`src/rtl/spram64x16_arb_pkg.sv`:
```
// Shared constants and types for the spram64x16 sequencer/arbiter.
// Holds geometry, FSM state encoding and the requester index type.
package spram64x16_arb_pkg;

    localparam int ADDR_W = 6;
    localparam int DATA_W = 16;
    localparam int DEPTH  = 2 ** ADDR_W;

    typedef enum logic {
        ST_INIT = 1'b0,
        ST_RUN  = 1'b1
    } state_e;

    typedef logic req_idx_t;

endpackage

```
`src/rtl/spram64x16_arb_rr_arb2.sv`:
```
// Two-input round-robin grant unit.
// Ports: valid[1:0] requests, rr_ptr = last granted index, gnt[1:0] one-hot grant.
module rr_arb2
    import spram64x16_arb_pkg::*;
(
    input  logic [1:0] valid,
    input  req_idx_t   rr_ptr,
    output logic [1:0] gnt
);

    always_comb begin
        gnt = 2'b00;
        unique case (valid)
            2'b01:   gnt = 2'b01;
            2'b10:   gnt = 2'b10;
            // On contention the requester that did not win last time goes first.
            2'b11:   gnt = rr_ptr ? 2'b01 : 2'b10;
            default: gnt = 2'b00;
        endcase
    end

endmodule

```
`src/rtl/spram64x16_arb.sv`:
```
// Fill sequencer and two-port round-robin arbiter in front of a 64x16 SPRAM.
// Ports: clk/rst, clr_req, init_done, req0/req1 command + rsp0/rsp1 read data, mem_* SRAM pins.
module spram64x16_arb
    import spram64x16_arb_pkg::*;
#(
    parameter int                      ADDR_W        = spram64x16_arb_pkg::ADDR_W,
    parameter int                      DATA_W        = spram64x16_arb_pkg::DATA_W,
    parameter logic [DATA_W-1:0]       INIT_VAL      = '0,
    parameter bit                      INIT_ON_RESET = 1'b1
) (
    input  logic              clk,
    input  logic              rst,
    input  logic              clr_req,
    output logic              init_done,

    input  logic              req0_valid,
    output logic              req0_ready,
    input  logic              req0_we,
    input  logic [ADDR_W-1:0] req0_addr,
    input  logic [DATA_W-1:0] req0_wdata,
    output logic              rsp0_valid,
    output logic [DATA_W-1:0] rsp0_rdata,

    input  logic              req1_valid,
    output logic              req1_ready,
    input  logic              req1_we,
    input  logic [ADDR_W-1:0] req1_addr,
    input  logic [DATA_W-1:0] req1_wdata,
    output logic              rsp1_valid,
    output logic [DATA_W-1:0] rsp1_rdata,

    output logic              mem_ceb,
    output logic              mem_web,
    output logic [ADDR_W-1:0] mem_a,
    output logic [DATA_W-1:0] mem_d,
    input  logic [DATA_W-1:0] mem_q
);

    state_e            state_q, state_d;
    logic [ADDR_W-1:0] cnt_q, cnt_d;
    req_idx_t          rr_q, rr_d;
    logic              rsp0_valid_q, rsp0_valid_d;
    logic              rsp1_valid_q, rsp1_valid_d;
    logic              init_done_q, init_done_d;

    logic       arb_en;
    logic [1:0] arb_valid;
    logic [1:0] gnt;

    // Arbitration only runs in RUN with no clear pending; reset holds ports idle.
    assign arb_en    = !rst && (state_q == ST_RUN) && !clr_req;
    assign arb_valid = {req1_valid, req0_valid} & {2{arb_en}};

    rr_arb2 u_rr_arb2 (
        .valid  (arb_valid),
        .rr_ptr (rr_q),
        .gnt    (gnt)
    );

    always_comb begin
        state_d      = state_q;
        cnt_d        = cnt_q;
        rr_d         = rr_q;
        rsp0_valid_d = 1'b0;
        rsp1_valid_d = 1'b0;
        req0_ready   = 1'b0;
        req1_ready   = 1'b0;
        mem_ceb      = 1'b1;
        mem_web      = 1'b1;
        mem_a        = '0;
        mem_d        = '0;

        if (!rst) begin
            unique case (state_q)
                ST_INIT: begin
                    mem_ceb = 1'b0;
                    mem_web = 1'b0;
                    mem_a   = cnt_q;
                    mem_d   = INIT_VAL;
                    cnt_d   = cnt_q + 1'b1;
                    if (cnt_q == '1) begin
                        state_d = ST_RUN;
                        cnt_d   = '0;
                    end
                end
                ST_RUN: begin
                    if (clr_req) begin
                        state_d = ST_INIT;
                        cnt_d   = '0;
                    end else if (gnt[0]) begin
                        req0_ready   = 1'b1;
                        mem_ceb      = 1'b0;
                        mem_web      = ~req0_we;
                        mem_a        = req0_addr;
                        mem_d        = req0_wdata;
                        rr_d         = 1'b0;
                        rsp0_valid_d = ~req0_we;
                    end else if (gnt[1]) begin
                        req1_ready   = 1'b1;
                        mem_ceb      = 1'b0;
                        mem_web      = ~req1_we;
                        mem_a        = req1_addr;
                        mem_d        = req1_wdata;
                        rr_d         = 1'b1;
                        rsp1_valid_d = ~req1_we;
                    end
                end
                default: begin
                    state_d = ST_INIT;
                    cnt_d   = '0;
                end
            endcase
        end

        init_done_d = (state_d == ST_RUN);
    end

    always_ff @(posedge clk or posedge rst) begin
        if (rst) begin
            state_q      <= INIT_ON_RESET ? ST_INIT : ST_RUN;
            cnt_q        <= '0;
            rr_q         <= 1'b0;
            rsp0_valid_q <= 1'b0;
            rsp1_valid_q <= 1'b0;
            init_done_q  <= ~INIT_ON_RESET;
        end else begin
            state_q      <= state_d;
            cnt_q        <= cnt_d;
            rr_q         <= rr_d;
            rsp0_valid_q <= rsp0_valid_d;
            rsp1_valid_q <= rsp1_valid_d;
            init_done_q  <= init_done_d;
        end
    end

    assign init_done  = init_done_q;
    assign rsp0_valid = rsp0_valid_q;
    assign rsp1_valid = rsp1_valid_q;
    // The SRAM returns data for the read issued last cycle; steer it to its owner.
    assign rsp0_rdata = rsp0_valid_q ? mem_q : '0;
    assign rsp1_rdata = rsp1_valid_q ? mem_q : '0;

endmodule
```
`config.mk`:
```
export PLATFORM = sky130hd
export DESIGN_NAME = spram64x16_arb
export DESIGN_NICKNAME = d
export VERILOG_FILES = /design/src/rtl/spram64x16_arb_pkg.sv /design/src/rtl/spram64x16_arb_rr_arb2.sv /design/src/rtl/spram64x16_arb.sv
export SDC_FILE = /design/constraint.sdc
export NUM_CORES = 1
export LEC_CHECK = 0
export ABC_CLOCK_PERIOD_IN_PS = 1920
export CAP_MARGIN = 5
export CORE_AREA = 2 2 66 68
export CTS_CLUSTER_DIAMETER = 50
export DETAILED_ROUTE_END_ITERATION = 12
export DIE_AREA = 0 0 68 70
export PLACE_DENSITY_LB_ADDON = 0.08
export SKIP_LAST_GASP = 1
export SLEW_MARGIN = 10
export SYNTH_ARGS = -nofsm -noshare
export SYNTH_HDL_FRONTEND = slang
export SYNTH_SLANG_ARGS = --single-unit
export TNS_END_PERCENT = 10
```
`constraint.sdc`:
```
create_clock -name clk -period 1.92 [get_ports clk]
set_clock_uncertainty 0.05 [all_clocks]
set_input_delay 0.288 -clock clk [delete_from_list [all_inputs] [get_ports clk]]
set_output_delay 0.288 -clock clk [all_outputs]
set_load 0.05 [all_outputs]
```
==> Implementation_results.wiki, run 1 <==
{| class="wikitable"
! Metric !! Value
|-
| GR Overflow Total || 0
|-
| Peak clock frequency supported by timing || 504 MHz
|-
| Number of synthesized flops with an enable pin || 0
|-
| Worst Setup Slack, final || -0.0627 ns
|-
| Startpoint type of the worst setup path || flop
|-
| Fraction of final layout cells sized beyond drive strength 1 || 38.7%
|-
| Transition time of the tightest slew-check pin || 0.454 ns
|-
| Library cell occupying the most area in the post-synthesis netlist || dfrtp_1
|-
| Fill cell count || 270
|-
| Vertical die dimension || 70 um
|-
| Port bufs || 127
|-
| Area fraction of the dominant cell type after synthesis || 23.6%
|-
| Post-synthesis area per instance || 8.14 um2
|-
| Setup repair after global routing missed its margin || true
|-
| Main area contributors after synthesis || dfrtp_1, and2_1, a22o_1
|-
| TritonCTS Sinks || 10
|-
| Clock latency of the later-clocked register in the worst-skew pair || 0.24 ns
|-
| Number of synthesis warnings || 0
|-
| Number of top-level design ports || 128
|-
| Syn_nets || 198
|-
| Clock transition at path regs || 0.05 ns
|-
| Number of cells on the worst reg-to-reg path || 4
|-
| Total clock buffers created by CTS || 3
|-
| Synthesized netlist cell count || 130
|-
| Final period util || 103%
|-
| Met3 track utilization from global routing || 9.50%
|-
| IR drop worst, VDD || 0.666 mV
|-
| Total GRT Usage || 25.4%
|-
| Synthesis-stage register bit count || 10
|-
| Pwr dens || 594 mW/mm2
|-
| H-tree level count || 1
|-
| Sequential element share of the synthesized area || 23.6%
|-
| Mean routed wirelength per cell || 17.9 um
|-
| Worst hold-check slack || 0.356 ns
|-
| Post-route setup TNS || -0.494 ns
|-
| Hold/Removal Path Class || in -> async
|-
| Failing checks || setup timing
|-
| Most common cell after layout, fill and taps aside || clkdlybuf4s50_1
|-
| Shortest clock period the worst path allows after layout || 1.98 ns
|-
| Drc violations || 0
|-
| Vias || 1580
|-
| TritonCTS clock tree || yes
|-
| Initial Utilization || 25.5%
|-
| Horizontal extent of the die || 68 um
|-
| Number of global-route vias before repair || 1550
|-
| Half-perimeter wire length after detailed placement || 4.78 mm
|-
| WP data required || 1.58 ns
|-
| Endpoint type of the worst setup path || output pin
|-
| Top flip-flop cell by instance count after synthesis || dfrtp_1
|-
| Fin. Hold Viols || 0
|-
| Nets || 338
|-
| Worst endpoint data arrival time || 1.64 ns
|-
| Area growth from synthesis to layout || 207%
|-
| Normalized max-slew margin || 69.7%
|-
| Initial detailed-routing violation count || 94
|-
| Result of the run || finished with violations
|-
| Post-detailed-route via-to-cell ratio || 4.92
|-
| Routing usage on met1 || 33.3%
|-
| GRT Max-Usage Layer || met2
|-
| Antenna violations before repair || 0
|-
| Antenna diode instance count || 0
|-
| Post-Route WL || 5.75 mm
|-
| Root Buffer || clkbuf_8
|-
| Combined area of all synthesized cells || 0.00106 mm2
|-
| Share of async-settable or async-resettable flops after synthesis || 100%
|-
| CTS max path bufs || 2
|-
| GRT met2 Usage || 38.8%
|-
| Number of optimization iterations in the first detailed-route pass || 4
|-
| Final slew viol count || 0
|-
| Count of nets left with antenna violations after detail routing || 0
|-
| First-pass GRT wire length || 8.98 mm
|-
| Commonest cells after routing, fill and taps aside || clkdlybuf4s50_1, buf_12, and2_1
|-
| Die outline area || 0.00476 mm2
|-
| Final estimated routing congestion in global placement || 0.805
|-
| Number of max-cap violations || 0
|-
| Highest fanout seen on the critical path || 5
|-
| Setup violation total in the final timing report || 15
|-
| Number of distinct library cell variants in the gate-level netlist after synthesis || 38
|-
| Lkg Pwr || 1.36 nW
|-
| # rows || 24
|-
| Core Area || 0.00414 mm2
|-
| Critical path class || reg -> out
|-
| Maximum number of pins on one net before global-route repair || 22
|}
==> power breakdown <==
group / switching, mW / total (mW) / internal, mW
logic: 0.643 / 1.32 / 0.677
registers: 0.0969 / 0.384 / 0.287
clock network: 0.0812 / 0.226 / 0.145
==> worst max-delay path: stages, from the launching register on <==
cell     delay (ns)
dfrtp_2        0.39
nor3b_4        0.16
and2_4         0.17
buf_12         0.13
a221o_1        0.39
buf_12         0.17
==> synthesized netlist by cell type (all sizes together), types with 2 or more instances <==
cell type  count
and2          35
a22o          17
dfrtp         10
buf            6
nor2           6
clkbuf         4
inv            4
o21ai          4
a221o          3
a32oi          3
nand2          3
nand2b         3
nor2b          3
nor3           3
a21boi         2
mux2i          2
nand3          2
o2bb2ai        2
o32ai          2
==> what timing repair did <==
| item | CTS | global route |
|---|---|---|
| setup endpoints to repair | 22 | 21 |
| cloned | 2 | 0 |
| pin swaps | 5 | 3 |
| buffers inserted | 0 | 0 |
| resized for setup | 13 | 2 |
| hold buffers | 0 | 0 |
==> final cells by class <==
class | count | area [um2] | area share, %
well taps | 52 | 65.1 | 2.00
inverters | 4 | 15.0 | 0.462
multi-input cells | 106 | 850 | 26.1
repair buffers | 145 | 2020 | 62.3
clock buffers | 4 | 45.0 | 1.39
flip-flops and latches | 10 | 251 | 7.74
==> path summary, 6_finish.rpt <==
| check | slack, ns | to | from |
|---|---|---|---|
| min in group clk | 0.52 | cnt_q[5] | cnt_q[5] |
| min reg2reg | 0.52 | cnt_q[5] | cnt_q[5] |
| max | -0.06 | mem_a[1] | init_done |
| max reg2reg | 0.21 | cnt_q[5] | cnt_q[0] |
| max in group asynchronous | 1.31 | init_done | rst |
| min | 0.36 | init_done | rst |
==> per-layer routing <==
layer | wire length (um) | share of wire [%] | up-vias
li1 | - | - | 763
met1 | 2390 | 41 | 734
met2 | 2590 | 45 | 71
met3 | 653 | 11 | 12
met4 | 120 | 2.1 | 0
met5 | 0 | 0 | -
==> kinds of logic after synthesis <==
family | Yosys count | share of synthesized area, %
AOI/OAI and AO/OA | 40 | 31.3
adders and majority gates | 1 | 1.18
buffers and inverters | 14 | 6.15
DFF | 10 | 23.6
muxes | 2 | 1.89
and+or+nand+nor | 63 | 35.8
==> through the flow <==
step	worst slack, ns	instances	util, %	total power, mW	instance area [um2]
after global routing	-0.130	321	78.4	2.05	3250
after floorplan	-0.0800	130	-	1.03	1120
after detailed placement	-0.232	316	75.0	1.67	3110
final	-0.0627	321	78.4	1.93	3250
after global placement	-0.217	316	75.0	1.66	3110
after CTS	-0.0822	322	78.5	1.94	3250
==> flip-flops by register name (all words and copies together), names as in the netlist <==
register	cells
rsp0_valid	1
cnt_q	6
rr_q	1
init_done	1
rsp1_valid	1
(Power assumes the default switching activity.)
==> run 2, diff against run 1 <==
--- a/config.mk
+++ b/config.mk
@@ -13,8 +13,8 @@
 export DIE_AREA = 0 0 68 70
 export PLACE_DENSITY_LB_ADDON = 0.08
 export SKIP_LAST_GASP = 1
-export SLEW_MARGIN = 10
 export SYNTH_ARGS = -nofsm -noshare
 export SYNTH_HDL_FRONTEND = slang
+export SYNTH_HIERARCHICAL = 1
 export SYNTH_SLANG_ARGS = --single-unit
 export TNS_END_PERCENT = 10
==> Implementation_results.wiki, run 2 <==
{| class="wikitable"
! Metric !! Value
|-
| Result of the run || finished with violations
|-
| Failing checks || setup timing
|-
| Initial Utilization || 25.7%
|-
| Clock latency of the later-clocked register in the worst-skew pair || 0.24 ns
|-
| Highest fanout seen on the critical path || 20
|-
| IR drop worst, VDD || 0.713 mV
|-
| Critical path class || reg -> out
|-
| Fraction of final layout cells sized beyond drive strength 1 || 39.2%
|-
| Most flops, register || cnt_q
|-
| Number of global-route vias before repair || 1392
|-
| Library cell occupying the most area in the post-synthesis netlist || and2_1
|-
| TritonCTS clock tree || yes
|-
| Post-route setup TNS || -9.91 ns
|-
| TritonCTS Sinks || 10
|-
| Combined area of all synthesized cells || 0.00107 mm2
|-
| Number of optimization iterations in the first detailed-route pass || 2
|-
| Worst Setup Slack, final || -0.476 ns
|-
| Most common cell after layout, fill and taps aside || clkdlybuf4s50_1
|-
| Startpoint type of the worst setup path || flop
|-
| Synthesized netlist cell count || 126
|-
| Port bufs || 127
|-
| Mean routed wirelength per cell || 15.9 um
|-
| Final cell count without fillers || 315
|-
| Pwr dens || 548 mW/mm2
|-
| Vertical die dimension || 70 um
|-
| Maximum number of pins on one net before global-route repair || 21
|-
| Share of async-settable or async-resettable flops after synthesis || 100%
|-
| Worst endpoint data arrival time || 2.06 ns
|-
| Antenna diode instance count || 0
|-
| Number of top-level design ports || 128
|-
| FF-to-FF End || rsp1_valid
|-
| H-tree level count || 1
|-
| Final period util || 125%
|-
| Setup violation total in the final timing report || 26
|-
| Commonest cells in the synthesized netlist || and2_1, a22o_1, dfrtp_1
|-
| Worst slack after detailed placement || -0.683 ns
|-
| Area fraction of the dominant cell type after synthesis || 23.5%
|-
| Vias || 1484
|-
| Post-detailed-route via-to-cell ratio || 4.71
|-
| Peak clock frequency supported by timing || 417 MHz
|-
| Root Buffer || clkbuf_8
|-
| Normalized max-slew margin || 71.5%
|-
| Antenna violations before repair || 0
|-
| Number of distinct library cell variants in the gate-level netlist after synthesis || 32
|-
| Number of synthesized flops with an enable pin || 0
|-
| Power consumption || 1.75 mW
|-
| Commonest cells after routing, fill and taps aside || clkdlybuf4s50_1, buf_12, and2_1
|-
| Drc violations || 0
|-
| Total clock buffers created by CTS || 3
|-
| Number of synthesis warnings || 6
|-
| Final slew viol count || 0
|-
| Final estimated routing congestion in global placement || 0.850
|-
| Die outline area || 0.00476 mm2
|-
| Post-Route WL || 5.02 mm
|-
| Worst hold-check slack || 0.392 ns
|-
| Synthesis-stage register bit count || 10
|-
| Nets || 332
|-
| Endpoint type of the worst setup path || output pin
|-
| Sequential element share of the synthesized area || 23.5%
|-
| Top flip-flop cell by instance count after synthesis || dfrtp_1
|-
| Shortest clock period the worst path allows after layout || 2.40 ns
|-
| Fin. Hold Viols || 0
|-
| # placed instances || 311
|-
| Count of nets left with antenna violations after detail routing || 0
|-
| Total GRT Usage || 20.4%
|-
| GR Overflow Total || 0
|-
| Slack of the worst reg-to-reg path || 0.31 ns
|-
| Launch instance of the worst register-to-register path || init_done
|-
| CTS max path bufs || 2
|-
| # rows || 24
|-
| Hold/Removal Path Class || in -> async
|-
| Area growth from synthesis to layout || 200%
|-
| Horizontal extent of the die || 68 um
|-
| Number of cells on the worst reg-to-reg path || 6
|-
| Main area contributors after synthesis || and2_1, dfrtp_1, a22o_1
|-
| Transition time of the tightest slew-check pin || 0.427 ns
|-
| Core Area || 0.00414 mm2
|-
| Number of max-cap violations || 0
|-
| Setup repair after global routing missed its margin || true
|-
| Flip-flop count of the largest register, all copies and words added || 6
|-
| Post-synthesis area per instance || 8.46 um2
|-
| Half-perimeter wire length after detailed placement || 4.43 mm
|-
| Clock transition at path regs || 0.05 ns
|-
| WP data required || 1.58 ns
|-
| Initial detailed-routing violation count || 41
|-
| First-pass GRT wire length || 7.42 mm
|-
| Lkg Pwr || 1.37 nW
|-
| Syn_nets || 194
|-
| Count leader, synth || and2_1
|}
run 2: cell types whose count changed after synthesis, sizes merged, moves of 3 or more:
cell | previous run | this run
a32oi | 3 | 0
nand2b | 3 | 0
and2 | 35 | 40
a221o | 3 | 7
run 2: power by group:
part,internal [mW],switching (mW),leakage [nW]
combinational,0.573,0.534,1.22
clock,0.180,0.0812,0.0288
sequential,0.289,0.0940,0.121
run 2: cell families after synthesis:
logic type,synth area share (%)
AO/OA/AOI/OAI,30.2
adder cells (fa/ha/maj),1.17
buffers and inverters,7.98
flip-flops,23.5
multiplexers,2.93
AND/OR/NAND/NOR,34.3
run 2: worst max path at each step:
| stage | start | end | cells after the start |
|---|---|---|---|
| finish | init_done | mem_d[9] | 8 |
| global placement | rst | mem_d[9] | 9 |
| global route | init_done | mem_d[12] | 8 |
| CTS | init_done | mem_d[9] | 8 |
| detailed placement | rst | mem_d[9] | 9 |
| floorplan | init_done | mem_a[4] | 7 |
run 2: through the flow:
step           util, %  cell area [um2]
5_1_grt           77.1             3190
4_1_cts           77.0             3190
2_1_floorplan        -             1160
3_5_place_dp      75.7             3140
3_3_place_gp      75.7             3140
6_report          77.1             3190
run 2: final cells by class:
type / instances / area (um2)
repair buffers: 142 / 1980
multi-input cells: 103 / 828
fillers: 280 / 950
well taps: 52 / 65.1
inverters: 4 / 15.0
flip-flops and latches: 10 / 251
clock buffers: 4 / 55.1
run 2: worst max-delay path, cell delays in order (launching register included):
cell and delay [ns]:
dfrtp_2 0.39, nor3b_4 0.15, and2_1 0.19, a21boi_2 0.17, and3b_1 0.22, buf_12 0.17, buf_12 0.14, a22o_4 0.26
buf_12 0.14
run 2: layer usage:
metal | part of all wire [%] | global-route usage, % | vias to the layer above
met2 | 52 | 35.8 | 55
met3 | 11 | 8.05 | 2
met1 | 36 | 23.4 | 687
met5 | 0 | 0 | -
met4 | 0.28 | 2.67 | 0
li1 | - | - | 740
run 2: timing repair:
action                                  CTS  global route
gates resized for setup                   4             1
hold buffers                              0             0
endpoints found under the setup margin   26            26
pin swaps                                 6             0
setup buffers                             0             0
